### config.mk
export PLATFORM = sky130hd
export DESIGN_NAME = cnn_result_reader
export DESIGN_NICKNAME = d
export VERILOG_FILES = /design/src/rtl/cnn_result_reader.sv
export SDC_FILE = /design/constraint.sdc
export NUM_CORES = 1
export LEC_CHECK = 0
export ABC_AREA = 1
export CORE_MARGIN = 3
export CORE_UTILIZATION = 51
export DETAILED_ROUTE_END_ITERATION = 12
export GPL_TIMING_DRIVEN = 1
export PLACE_DENSITY = 0.8
export SYNTH_ARGS = -nofsm -noshare
export SYNTH_HDL_FRONTEND = slang
export SYNTH_SLANG_ARGS = --single-unit
### constraint.sdc
create_clock -name clkIn -period 4.3 [get_ports clkIn]
set_input_delay 0.86 -clock clkIn [delete_from_list [all_inputs] [get_ports clkIn]]
set_output_delay 0.86 -clock clkIn [all_outputs]
set_load 0.01 [all_outputs]
### src/rtl/cnn_result_reader.sv
// cnn_result_reader: fetches bus beats from the result RAM read port one at a
// time and unpacks each beat into DATA_WIDTH words on a valid/ready stream,
// lane 0 first, with lastOut on the final word of the transfer.
module cnn_result_reader #(
    parameter int BUS_ADDR_WIDTH = 32,
    parameter int BUS_DATA_WIDTH = 64,
    parameter int DATA_WIDTH     = 32,
    parameter int MAX_SIZE       = 4096,
    parameter int RD_LATENCY     = 1,
    localparam int CNT_WIDTH     = $clog2(MAX_SIZE) + 1
) (
    input  logic                      clkIn,
    input  logic                      rstIn,
    input  logic                      startIn,
    input  logic [BUS_ADDR_WIDTH-1:0] baseAddrIn,
    input  logic [CNT_WIDTH-1:0]      numWordsIn,
    output logic                      rdEnOut,
    output logic [BUS_ADDR_WIDTH-1:0] rdAddrOut,
    input  logic [BUS_DATA_WIDTH-1:0] rdDataIn,
    input  logic                      readyIn,
    output logic                      validOut,
    output logic [DATA_WIDTH-1:0]     dataOut,
    output logic                      lastOut,
    output logic                      busyOut,
    output logic                      doneOut
);

    localparam int NUM_WORDS  = BUS_DATA_WIDTH / DATA_WIDTH;
    localparam int BEAT_BYTES = BUS_DATA_WIDTH / 8;
    localparam int LANE_W     = (NUM_WORDS > 1) ? $clog2(NUM_WORDS) : 1;
    localparam int LAT_W      = $clog2(RD_LATENCY + 1);

    localparam logic [BUS_ADDR_WIDTH-1:0] ADDR_STEP  = BUS_ADDR_WIDTH'(BEAT_BYTES);
    localparam logic [BUS_ADDR_WIDTH-1:0] ALIGN_MASK = ~BUS_ADDR_WIDTH'(BEAT_BYTES - 1);
    localparam logic [LANE_W-1:0]         LAST_LANE  = LANE_W'(NUM_WORDS - 1);
    localparam logic [LAT_W-1:0]          LAT_DONE   = LAT_W'(RD_LATENCY);

    typedef enum logic [2:0] {
        S_IDLE,
        S_READ,
        S_WAIT,
        S_EMIT,
        S_FIN
    } state_t;

    state_t                              state;
    logic [BUS_ADDR_WIDTH-1:0]           next_addr;
    logic [CNT_WIDTH-1:0]                remaining;
    logic [LANE_W-1:0]                   lane;
    logic [LANE_W-1:0]                   next_lane;
    logic [LAT_W-1:0]                    lat_cnt;
    logic [NUM_WORDS-1:0][DATA_WIDTH-1:0] beat;
    logic                                capture;
    logic                                beat_end;

    // Base addresses are forced onto a beat boundary.
    function automatic logic [BUS_ADDR_WIDTH-1:0] align_addr(input logic [BUS_ADDR_WIDTH-1:0] a);
        return a & ALIGN_MASK;
    endfunction

    assign next_lane = lane + LANE_W'(1);
    assign capture   = (state == S_WAIT) && (lat_cnt == LAT_DONE);
    // A beat ends on its top lane, or early when the transfer runs out of words.
    assign beat_end  = (lane == LAST_LANE) || (remaining == CNT_WIDTH'(1));

    // Beat holding register: loaded on the cycle the read data is valid.
    always_ff @(posedge clkIn) begin
        if (capture) begin
            beat <= rdDataIn;
        end
    end

    // Transfer sequencer with registered strobe, stream and status outputs.
    always_ff @(posedge clkIn or posedge rstIn) begin
        if (rstIn) begin
            state     <= S_IDLE;
            next_addr <= '0;
            remaining <= '0;
            lane      <= '0;
            lat_cnt   <= '0;
            rdEnOut   <= 1'b0;
            rdAddrOut <= '0;
            validOut  <= 1'b0;
            dataOut   <= '0;
            lastOut   <= 1'b0;
            busyOut   <= 1'b0;
            doneOut   <= 1'b0;
        end else begin
            rdEnOut <= 1'b0;
            doneOut <= 1'b0;
            case (state)
                S_IDLE: begin
                    if (startIn) begin
                        busyOut   <= 1'b1;
                        remaining <= numWordsIn;
                        if (numWordsIn == '0) begin
                            doneOut <= 1'b1;
                            state   <= S_FIN;
                        end else begin
                            // Strobe goes out while the FSM sits in READ.
                            rdEnOut   <= 1'b1;
                            rdAddrOut <= align_addr(baseAddrIn);
                            next_addr <= align_addr(baseAddrIn) + ADDR_STEP;
                            state     <= S_READ;
                        end
                    end
                end
                S_READ: begin
                    lat_cnt <= LAT_W'(1);
                    state   <= S_WAIT;
                end
                S_WAIT: begin
                    if (capture) begin
                        lane     <= '0;
                        validOut <= 1'b1;
                        dataOut  <= rdDataIn[DATA_WIDTH-1:0];
                        lastOut  <= (remaining == CNT_WIDTH'(1));
                        state    <= S_EMIT;
                    end else begin
                        lat_cnt <= lat_cnt + LAT_W'(1);
                    end
                end
                S_EMIT: begin
                    if (validOut && readyIn) begin
                        remaining <= remaining - CNT_WIDTH'(1);
                        if (beat_end) begin
                            validOut <= 1'b0;
                            lastOut  <= 1'b0;
                            if (remaining == CNT_WIDTH'(1)) begin
                                doneOut <= 1'b1;
                                state   <= S_FIN;
                            end else begin
                                rdEnOut   <= 1'b1;
                                rdAddrOut <= next_addr;
                                next_addr <= next_addr + ADDR_STEP;
                                state     <= S_READ;
                            end
                        end else begin
                            lane    <= next_lane;
                            dataOut <= beat[next_lane];
                            lastOut <= (remaining == CNT_WIDTH'(2));
                        end
                    end
                end
                S_FIN: begin
                    busyOut <= 1'b0;
                    state   <= S_IDLE;
                end
                default: begin
                    state <= S_IDLE;
                end
            endcase
        end
    end

endmodule

# After elaboration in Yosys (flattened, before gate mapping)
# Index checks and enable logic that the tools add are counted.
# word_totals
register_bits	183
output_inout_bits	69
elab_cells	107
# classes
addsub	5
magnitude_cmp	1
n_eq_ne	14
mux	56
n_reduce_logical	17
# ops
cell	count
32-bit 2-to-1 mux	15
32-bit one-hot mux with 2 select lines	3
32-bit by 4-bit adder with 32-bit output (second input constant)	2
13-bit 2-to-1 mux	2
13-bit one-hot mux with 2 select lines	1
1-bit 2-to-1 mux	21
3-bit 2-to-1 mux	6
2-bit != test (second input constant)	8
1-bit one-hot mux with 2 select lines	7
13-bit by 1-bit equality test with 1-bit output (second input constant)	1
13-bit by 2-bit equality test with 1-bit output (second input constant)	1
13-bit logical NOT	1
13-bit by 1-bit subtractor with 13-bit output (second input constant)	1
3-bit one-hot mux with 4 select lines	1
4-bit AND reduction	3
2-bit nonzero test	4
3-bit by 2-bit equality test with 1-bit output (second input constant)	2
3-bit AND reduction	2
6-bit AND reduction	1
2-bit AND reduction	2
3-bit by 1-bit equality test with 1-bit output (second input constant)	1
3-bit equality test (second input constant)	1
3-bit logical NOT	1
1-bit adder (second input constant)	2
3 further kinds	4

# Longest topological paths before layout
# Gate-level depths: netlist (run 1).
# logic_depth
ltp_word	6
ltp_mapped	14

# Worst setup path before layout (run 1)
# OpenSTA, ideal clock, no wires.
# synth_timing
path_type	register -> register
from	reg state[2]
to	reg beat[0] (netlist bit) (enable)
setup_time_ps	419
arrival_ps	2049
t_required_ps	3881
setup_slack_ps	1832
stages_incl_launch_ff	6
n_path_buf	0
path_cell_list	dfrtp_1 inv_2 nand2_1 nor2_1 nand2_1 inv_1
# synth_via
elab_chain_cells	2
# synth_rtl
element	line_no	text
start, declared	46	state_t state;
start signal, assigned	76	state <= S_IDLE;
start signal, assigned	98	state <= S_FIN;
start signal, assigned	104	state <= S_READ;
3-bit by 2-bit equality test with 1-bit output	62	assign capture = (state == S_WAIT) && (lat_cnt == LAT_DONE);
1-bit logical AND	62	
net capture	53	logic capture;
end signal, assigned	69	beat <= rdDataIn;
end, declared	52	logic [NUM_WORDS-1:0][DATA_WIDTH-1:0] beat;
# The timed path passes the listed nets, and every way through them passes these cells.
# A chain may end at the register's enable or synchronous reset.

# Worst setup path after layout (run 1)
# layout_timing
from	reg state[1]
to	reg next_addr[31]
# layout_via
elab_chain_cells	3
elab_cells_between_ends	10
# layout_rtl
element	line_no	text
3-bit by 2-bit equality test with 1-bit output or 3-bit logical NOT (tied branches)	91	case (state)
2-bit != test (no line) or 2-bit nonzero test (tied branches)	n/a	
6-bit AND reduction (no line)	n/a	
end signal, assigned	103	next_addr <= align_addr(baseAddrIn) + ADDR_STEP;
end signal, assigned	135	next_addr <= next_addr + ADDR_STEP;
end, declared	47	logic [BUS_ADDR_WIDTH-1:0] next_addr;
# Several ways; a longest one is shown, not always the timed one.

==> results of run 1 <==
per-stage QoR:
stage | hold WS [ns] | area [um^2] | std cells
global placement | 0.457 | 10400 | 1348
CTS | 0.483 | 11000 | 1380
detailed placement | 0.460 | 10400 | 1348
finish | 0.485 | 11000 | 1380
global route | 0.501 | 11000 | 1380
floorplan | 0.442 | 8500 | 993
registers in the layout (all words and copies together) (netlist names):
signal and cells:
beat 64, dataOut 32, next_addr 29, rdAddrOut 29
remaining 13, state 3, busyOut 1, doneOut 1
lane 1, lastOut 1, lat_cnt 1, rdEnOut 1
validOut 1
power breakdown:
group | leakage [uW] | total [uW] | switching (uW) | internal (uW)
sequential | 0.00199 | 2830 | 356 | 2470
clock | 0.000292 | 1550 | 720 | 831
combinational | 0.00243 | 3530 | 2170 | 1360
total | 0.00471 | 7910 | 3250 | 4670
cell families (layout without fill, tap and decap cells):
family | after synthesis | in the layout
AND/OR/NAND/NOR | 539 | 539
other | 1 | 3
adder cells (fa/ha/maj) | 4 | 4
buffers and inverters | 113 | 284
flip-flops | 177 | 177
XOR/XNOR | 4 | 4
AO/OA/AOI/OAI | 153 | 153
metal layers:
metal  track usage (%)  share of wire (%)
met4              8.29                2.3
met3              5.74                7.1
met2              40.2                 49
met1              31.4                 41
met5                 0                  0
final cells by class:
| cell class | count | area (um^2) |
|---|---|---|
| Tap cell | 216 | 270 |
| Clock buffer | 18 | 429 |
| Clock inverter | 14 | 166 |
| Sequential cell | 177 | 4750 |
| Multi-Input combinational cell | 703 | 3230 |
| Timing Repair Buffer | 189 | 1880 |
| Inverter | 63 | 239 |
| Fill cell | 1279 | 5150 |
tightest hold or removal path: stages (launching register included):
cell     delay (ns)
dfrtp_1        0.34
nand2_1        0.05
nand2_1        0.06
synth_stat cells, types with 11 or more instances:
cell type	count
a21oi_1	12
a31oi_1	11
buf_2	21
clkbuf_1	16
dfrtp_1	113
edfxtp_1	64
inv_1	60
nand2_1	344
nand2_2	11
nand3_1	72
nand4_1	19
nor2_1	58
o21ai_0	116
path summary, 6_finish.rpt:
kind	from	to	slack (ns)	depth (start not counted)
min reg2reg	next_addr[25]$_DFFE_PP0P_	next_addr[25]$_DFFE_PP0P_	0.48	2
min	next_addr[25]$_DFFE_PP0P_	next_addr[25]$_DFFE_PP0P_	0.48	2
max in group asynchronous	rstIn	lastOut$_DFFE_PP0P_	2.62	3
max	state[1]$_DFFE_PP0P_	next_addr[31]$_DFFE_PP0P_	1.41	12
min in group asynchronous	rstIn	dataOut[8]$_DFFE_PP0P_	0.91	2
max reg2reg	state[1]$_DFFE_PP0P_	next_addr[31]$_DFFE_PP0P_	1.41	12
==> impl_metrics.toml, run 1 <==
[sta]
final-max-slew-violation-count = 0
hold_viol_final = 0
worst_slack_ns = 1.41
period_share_pct = 67.2
fmax_ghz = 0.346
tightestPinTransition_ns = 0.803
rsz0062_at_grt = "no"
finalWorstPathRequiredPeriod_ns = 2.89
max_slew_margin_pct = 46.4
setup_viol = 0
fin_setup_tns_ns = 0
finalClockSkew_ns = 0.0113

[route]
drt_iter0_drc = 519
wl_per_cell_um = 15.6
drc_errors = 0
drt_first_pass_iters = 5
viasPerCell = 5.34
ant_nets = 0
vias = 7364
detail_route.wirelength_um = 21600

[clock_tree]
clock_path_buffers = 2
cts_htree_levels = 4
cts_buffers = 17
postCtsSetupRepairBufs = 0
path_clk_slew_ns = 0.07
cts.repair.resized = 0
cts_tree = "built"
clk_latency_ns = 0.43
cts-root-buf = "clkbuf_16"
hold_buffers = 0
cts.sinks = 177

[synth]
async_reset_ff_share_pct = 63.8
synth_top_area_share_pct = 33.3
synth_edf_count = 64
yosys.area_share.simple_pct = 27.4
syn_area_um2 = 8490
synth_seq_cells = 177
synth-compound-area-share_pct = 9.52
yosysTopAreaCell = "dfrtp_1"
synth_cells = 991
yosysUniqueCellTypes = 39
synth_area_leaders = "dfrtp_1 33%, edfxtp_1 23%, nand2_1 15%"
yosys.area_share.adder_pct = 0.590
syn_avg_cell_area_um2 = 8.57
ys.warnings.count = 0
synth-seq-area-share_pct = 55.9
synthMuxAreaShare_pct = 0
synth-xor-area-share_pct = 0.413
synth_top_family_by_area = "simple AND/OR/NAND/NOR gates"
synth_flop_cell = "dfrtp_1"

[grt]
grt_pass1_vias = 7024
grt_max_degree = 72
grt_usage_pct = 24.2
grt_pass1_wl_um = 35000
overflow = 0
antenna_found_initial = 0

[place]
numPortBuffers = 175
pre_cts_ws_ns = 1.26
dp_hpwl_um = 14800
gp_congestion = 0.908

[min_path]
hold_class = "flop to flop"

[setup_path]
critPathBufInv = 1
required_ns = 4.62
cp_slowest_stage_delay_ns = 0.63
slowest_stage = "dfrtp_1"
crit_fanout = 62
critPathTopFamily = "simple AND/OR/NAND/NOR gates"
endpoint_kind = "flop"
crit_arrival_ns = 3.21
critPathMostFrequentCell = "nand2_1"
start_kind = "flop"
crit_type = "flop to flop"
path_cells = "nand2_2, nor2_4, buf_4, nand2_1, nand2_1, nand2_1, nor2_1, nand2_1, nor2_1, nand3_1, nand3_1, nand2_1"

[floorplanning]
die_h_um = 135
initial_core_util_pct = 52.7
num_rows = 46
dieArea_um2 = 18200
coreArea_um2 = 16100
die_x_um = 135
io_pins = 182

[power]
p_per_area_nw_per_um2 = 722
finalPower_uw = 7910
peakVddDrop_uv = 350
leakagePower_uw = 0.00471

[final_layout]
n_antenna_cell = 0
synthToLayoutAreaGrowth_pct = 29.2
fin_util_pct = 68.0
final_common_cell = "nand2_1"
drive_gt1_share_pct = 7.04
mostFrequentLayoutCells = "343 x nand2_1, 175 x clkdlybuf4s50_1, 116 x o21ai_0, 113 x dfrtp_1, 72 x nand3_1"
nNetsFinal = 1268

[run]
maxCapViolations = 0

[status]
outcome = "finished clean"
Note: power is estimated with default switching activity, not from simulation.
==> run 2, diff against run 1 <==
--- a/config.mk
+++ b/config.mk
@@ -7,10 +7,10 @@
 export LEC_CHECK = 0
 export ABC_AREA = 1
 export CORE_MARGIN = 3
-export CORE_UTILIZATION = 51
+export CORE_UTILIZATION = 46
 export DETAILED_ROUTE_END_ITERATION = 12
 export GPL_TIMING_DRIVEN = 1
-export PLACE_DENSITY = 0.8
+export PLACE_DENSITY = 0.76
 export SYNTH_ARGS = -nofsm -noshare
 export SYNTH_HDL_FRONTEND = slang
 export SYNTH_SLANG_ARGS = --single-unit
==> constraint.sdc (replaced) <==
create_clock -name clkIn -period 2.52 [get_ports clkIn]
set_input_delay 0.504 -clock clkIn [delete_from_list [all_inputs] [get_ports clkIn]]
set_output_delay 0.504 -clock clkIn [all_outputs]
set_load 0.01 [all_outputs]
==> run 2 against run 1 <==
  * Power rose by 74%
  * Worst setup slack got worse by 1.1 ns
  * First-iteration DRC count rose by 9.4%
  * Die area up 10%
  * Critical endpoint is now next_addr[25]$_DFFE_PP0P_
  * Highest routed layer unchanged
==> impl_metrics.toml, run 2 (synthesis results as in run 1) <==
[route]
ant_nets = 0
viasPerCell = 5.29
drt_first_pass_iters = 5
vias = 7415
wl_per_cell_um = 15.7
drc_errors = 0
detail_route.wirelength_um = 22100
drt_iter0_drc = 568

[clock_tree]
cts-root-buf = "clkbuf_16"
cts_tree = "built"
cts_htree_levels = 4
clk_latency_ns = 0.43
cts.sinks = 177
cts.repair.resized = 0
postCtsSetupRepairBufs = 0
cts_buffers = 17
hold_buffers = 0
clock_path_buffers = 2
path_clk_slew_ns = 0.07

[sta]
setup_viol = 0
finalWorstPathRequiredPeriod_ns = 2.22
tightestPinTransition_ns = 0.653
fin_setup_tns_ns = 0
max_slew_margin_pct = 56.3
hold_viol_final = 0
finalClockSkew_ns = 0.0121
holdWs_ns = 0.472
period_share_pct = 88.2
rsz0062_at_grt = "no"
fmax_ghz = 0.450
final-max-slew-violation-count = 0

[place]
gp_congestion = 0.895
dpl_cell_area_um2 = 10500
numPortBuffers = 175
dp_hpwl_um = 15500

[final_layout]
final_common_cell = "nand2_1"
nNetsFinal = 1278
regMostFlops = "beat"
mostFrequentLayoutCells = "343 x nand2_1, 175 x clkdlybuf4s50_1, 116 x o21ai_0, 112 x dfrtp_1, 72 x nand3_1"
finalInstanceArea_um2 = 11200
n_antenna_cell = 0
reg.largest.list = "beat: 64 flops, dataOut: 32 flops"
regArea_um2 = 4750
drive_gt1_share_pct = 8.09
multi_input_area_um2 = 3240
synthToLayoutAreaGrowth_pct = 31.5
fillers = 1523
largest_register_ffs = 64

[grt]
grt_usage_pct = 22.3
grt_pass1_vias = 7060
overflow = 0
antenna_found_initial = 0
grt_pass1_wl_um = 35700
grt_max_degree = 91

[min_path]
hold_class = "flop to flop"
whs_path_depth = 2

[run]
maxCapViolations = 0

[setup_path]
required_ns = 2.84
crit_type = "flop to flop"
path_cells = "nand2_2, nor2_4, buf_4, nand2_1, nand2_1, nand2_1, nor2_4, nand2_1, nor2_2, nand3_1, nand3_1, nand2_1"
cp_slowest_stage_delay_ns = 0.49
regToRegEndpoint = "next_addr[25]$_DFFE_PP0P_"
start_kind = "flop"
crit_fanout = 9
r2r_setup_slack_ns = 0.30
crit_arrival_ns = 2.54
rr_startpoint = "state[1]$_DFFE_PP0P_"
ff2ff_path_depth = 12
cp-startpoint = "state[1]$_DFFE_PP0P_"
slowest_stage = "dfrtp_2"
endpoint_kind = "flop"
endpoint = "next_addr[25]$_DFFE_PP0P_"
critPathMostFrequentCell = "nand2_1"

[floorplanning]
initial_core_util_pct = 47.1
num_rows = 49
die_x_um = 142
io_pins = 182
coreArea_um2 = 18000
die_h_um = 142
dieArea_um2 = 20100

[power]
peakVddDrop_uv = 655
p_per_area_nw_per_um2 = 1240
leakagePower_uw = 0.00478

[status]
outcome = "finished clean"
## run 2: cell types whose count changed in the layout (fill, tap and decap cells not counted), sizes merged
cell      delta
clkbuf       -1
buf         +10
clkinvlp     +2
clkinv       -1
## run 2: final cells by class
cell class | count | share of cell area [%]
inverter | 63 | 2.15
clock inverter | 15 | 1.83
clock buffer | 17 | 3.81
tap | 229 | 2.57
timing repair buffer | 199 | 18.1
sequential | 177 | 42.6
multi-input combinational | 703 | 29.0
## run 2: worst min-delay path by stage
stage                              start                   endpoint  slack [ns]
2_1_floorplan   next_addr[4]$_DFFE_PP0P_   next_addr[4]$_DFFE_PP0P_        0.44
3_3_place_gp    next_addr[4]$_DFFE_PP0P_   next_addr[4]$_DFFE_PP0P_        0.45
3_5_place_dp    rdAddrOut[3]$_DFFE_PP0P_   rdAddrOut[3]$_DFFE_PP0P_        0.46
5_1_grt        next_addr[14]$_DFFE_PP0P_  next_addr[14]$_DFFE_PP0P_        0.50
4_1_cts         rdAddrOut[3]$_DFFE_PP0P_   rdAddrOut[3]$_DFFE_PP0P_        0.48
6_report        rdAddrOut[3]$_DFFE_PP0P_   rdAddrOut[3]$_DFFE_PP0P_        0.47
## run 2: where the power goes
part | internal (uW) | leakage [uW] | total [uW] | switching [uW]
sequential | 4210 | 0.00199 | 4810 | 595
clock | 1450 | 0.000302 | 2780 | 1330
combinational | 2460 | 0.00249 | 6210 | 3760
total | 8120 | 0.00478 | 13800 | 5680
## run 2: critical path, delay by kind of cell, from the launching register on
kind | cells | cell delay, ns
buffers and inverters | 1 | 0.22
and+or+nand+nor | 11 | 1.40
DFF | 1 | 0.49
## run 2: metrics by stage
stage               cells  utilization (%)  power (uW)  setup slack (ns)
global placement     1371             58.4       10900            0.0663
global route         1403             61.9       14900            0.0808
finish               1403             61.9       13800             0.297
floorplan             993                -        8680            0.0523
detailed placement   1371             58.4       11100             0.124
CTS                  1403             61.9       13900             0.147
## run 2: per-layer routing
metal  share of wire, %  track usage, %
met4                1.4            5.66
met2                 48            35.8
met1                 43            30.1
met3                7.5            6.30
met5                  0               0
==> run 3, diff against run 2 <==
--- a/config.mk
+++ b/config.mk
@@ -10,6 +10,7 @@
 export CORE_UTILIZATION = 46
 export DETAILED_ROUTE_END_ITERATION = 12
 export GPL_TIMING_DRIVEN = 1
+export MAX_ROUTING_LAYER = met4
 export PLACE_DENSITY = 0.76
 export SYNTH_ARGS = -nofsm -noshare
 export SYNTH_HDL_FRONTEND = slang
==> run 3 against run 2 <==
  * Clock power shrank 5%
  * Register-to-register slack lost 0.12 ns
  * Clock skew grew 0.0064 ns
  * Final area shrank 0.96%
  * Via count shrank 1.9%
  * Critical path depth shrank 4
  * Die area is the same
  * Final cell count shrank 0.36%
  * Critical path type unchanged
  * Highest routed layer unchanged
==> impl_metrics.toml, run 3 (synthesis results as in run 1) <==
[route]
drt_iter0_drc = 560
ant_nets = 0
drt_first_pass_iters = 5
vias = 7276
detail_route.wirelength_um = 21800
wl_per_cell_um = 15.6
drc_errors = 0
viasPerCell = 5.20

[place]
numPortBuffers = 175
pre_cts_ws_ns = 0.0632
gp_congestion = 0.944
dp_hpwl_um = 14900

[sta]
finalClockSkew_ns = 0.0184
rsz0062_at_grt = "no"
tightestPinTransition_ns = 0.673
period_share_pct = 93.2
final-max-slew-violation-count = 0
max_slew_margin_pct = 55.2
worst_slack_ns = 0.172
fin_setup_tns_ns = 0
fmax_ghz = 0.426
finalWorstPathRequiredPeriod_ns = 2.35
hold_viol_final = 0
setup_viol = 0

[grt]
grt_max_degree = 114
overflow = 0
grt_pass1_vias = 7021
antenna_found_initial = 0
grt_usage_pct = 22.7
grt_pass1_wl_um = 35200

[setup_path]
critPathTopFamily = "simple AND/OR/NAND/NOR gates"
path_cells = "nand2_2, nor2_4, buf_12, nand3_1, nand2_2, buf_4, nand2_1, o21a_1"
critPathBufInv = 2
slowest_stage = "dfrtp_1"
endpoint_kind = "flop"
critPathMostFrequentCell = "nand2_2"
regToRegEndpoint = "next_addr[3]$_DFFE_PP0P_"
ff2ff_path_depth = 8
cp-startpoint = "state[1]$_DFFE_PP0P_"
required_ns = 2.84
crit_arrival_ns = 2.66
crit_type = "flop to flop"
rr_startpoint = "state[1]$_DFFE_PP0P_"
start_kind = "flop"
critical_path_cell_count = 8
r2r_setup_slack_ns = 0.17
crit_fanout = 90
endpoint = "next_addr[3]$_DFFE_PP0P_"
cp_slowest_stage_delay_ns = 0.58

[final_layout]
mostFrequentLayoutCells = "343 x nand2_1, 175 x clkdlybuf4s50_1, 116 x o21ai_0, 113 x dfrtp_1, 72 x nand3_1"
final_common_cell = "nand2_1"
largest_register_ffs = 64
synthToLayoutAreaGrowth_pct = 30.2
nNetsFinal = 1273
n_antenna_cell = 0
regMostFlops = "beat"
regArea_um2 = 4750
multi_input_area_um2 = 3240
fillers = 1563
drive_gt1_share_pct = 7.53
reg.largest.list = "beat: 64 flops, dataOut: 32 flops"
fin_util_pct = 61.3

[min_path]
min-delay-start = "rdAddrOut[3]$_DFFE_PP0P_"
hold_class = "flop to flop"

[clock_tree]
cts_buffers = 17
clk_latency_ns = 0.44
path_clk_slew_ns = 0.07
cts_tree = "built"
cts.repair.resized = 0
hold_buffers = 0
cts-root-buf = "clkbuf_16"
cts_htree_levels = 4
clock_path_buffers = 2
postCtsSetupRepairBufs = 0
cts.sinks = 177

[floorplanning]
die_h_um = 142
initial_core_util_pct = 47.1
num_rows = 49
dieArea_um2 = 20100
die_x_um = 142
coreArea_um2 = 18000
io_pins = 182

[power]
leakagePower_uw = 0.00473
peakVddDrop_uv = 745
p_per_area_nw_per_um2 = 1230

[status]
outcome = "finished clean"

[run]
maxCapViolations = 0
run 3: changes by cell type in the layout (fill, tap and decap cells not counted):
cell and change:
buf_12 -2, buf_4 -3, bufinv_16 -1, clkbuf_8 +2, clkinv_1 +1, clkinv_8 -2
dfrtp_1 +1, dfrtp_2 -1, inv_12 -2, inv_6 +1, inv_8 +1
run 3: routing by layer:
layer / routed length (um) / track usage (%)
met2: 10600 / 36.3
met1: 9360 / 29.4
met3: 1520 / 5.22
met4: 301 / 6.31
met5: 0 / -
run 3: report_power, final:
group	leakage [uW]	internal (uW)	switching [uW]
registers	0.00199	4210	592
clock network	0.000286	1370	1260
logic	0.00246	2430	3730
total	0.00473	8020	5570
run 3: worst min-delay path by stage:
stage | to | slack, ns | cells past startpoint
finish | rdAddrOut[3]$_DFFE_PP0P_ | 0.48 | 2
global route | next_addr[12]$_DFFE_PP0P_ | 0.50 | 2
CTS | next_addr[5]$_DFFE_PP0P_ | 0.48 | 2
detailed placement | next_addr[4]$_DFFE_PP0P_ | 0.46 | 2
global placement | rdAddrOut[3]$_DFFE_PP0P_ | 0.45 | 2
floorplan | next_addr[4]$_DFFE_PP0P_ | 0.44 | 2
run 3: through the flow:
step           hold WS [ns]  total power, uW  std cells  cell area, um^2
2_1_floorplan         0.442             8680        993             8500
3_3_place_gp          0.454            10800       1366            10500
3_5_place_dp          0.460            11000       1366            10500
4_1_cts               0.484            13700       1398            11000
5_1_grt               0.504            14700       1398            11100
6_report              0.480            13600       1398            11100
run 3: final cells by class:
type | count | share of cell area [%]
flip-flops and latches | 177 | 43.0
multi-input cells | 703 | 29.3
repair buffers | 194 | 17.7
clock buffers | 19 | 4.10
well taps | 229 | 2.59
inverters | 63 | 2.17
clock inverters | 13 | 1.20
run 3: worst reg2reg max path: cells and delay by family, from the launching register on:
family	cells	cell delay (ns)
simple gates	5	0.82
buf+inv	2	0.71
flops	1	0.58
compound gates	1	0.13
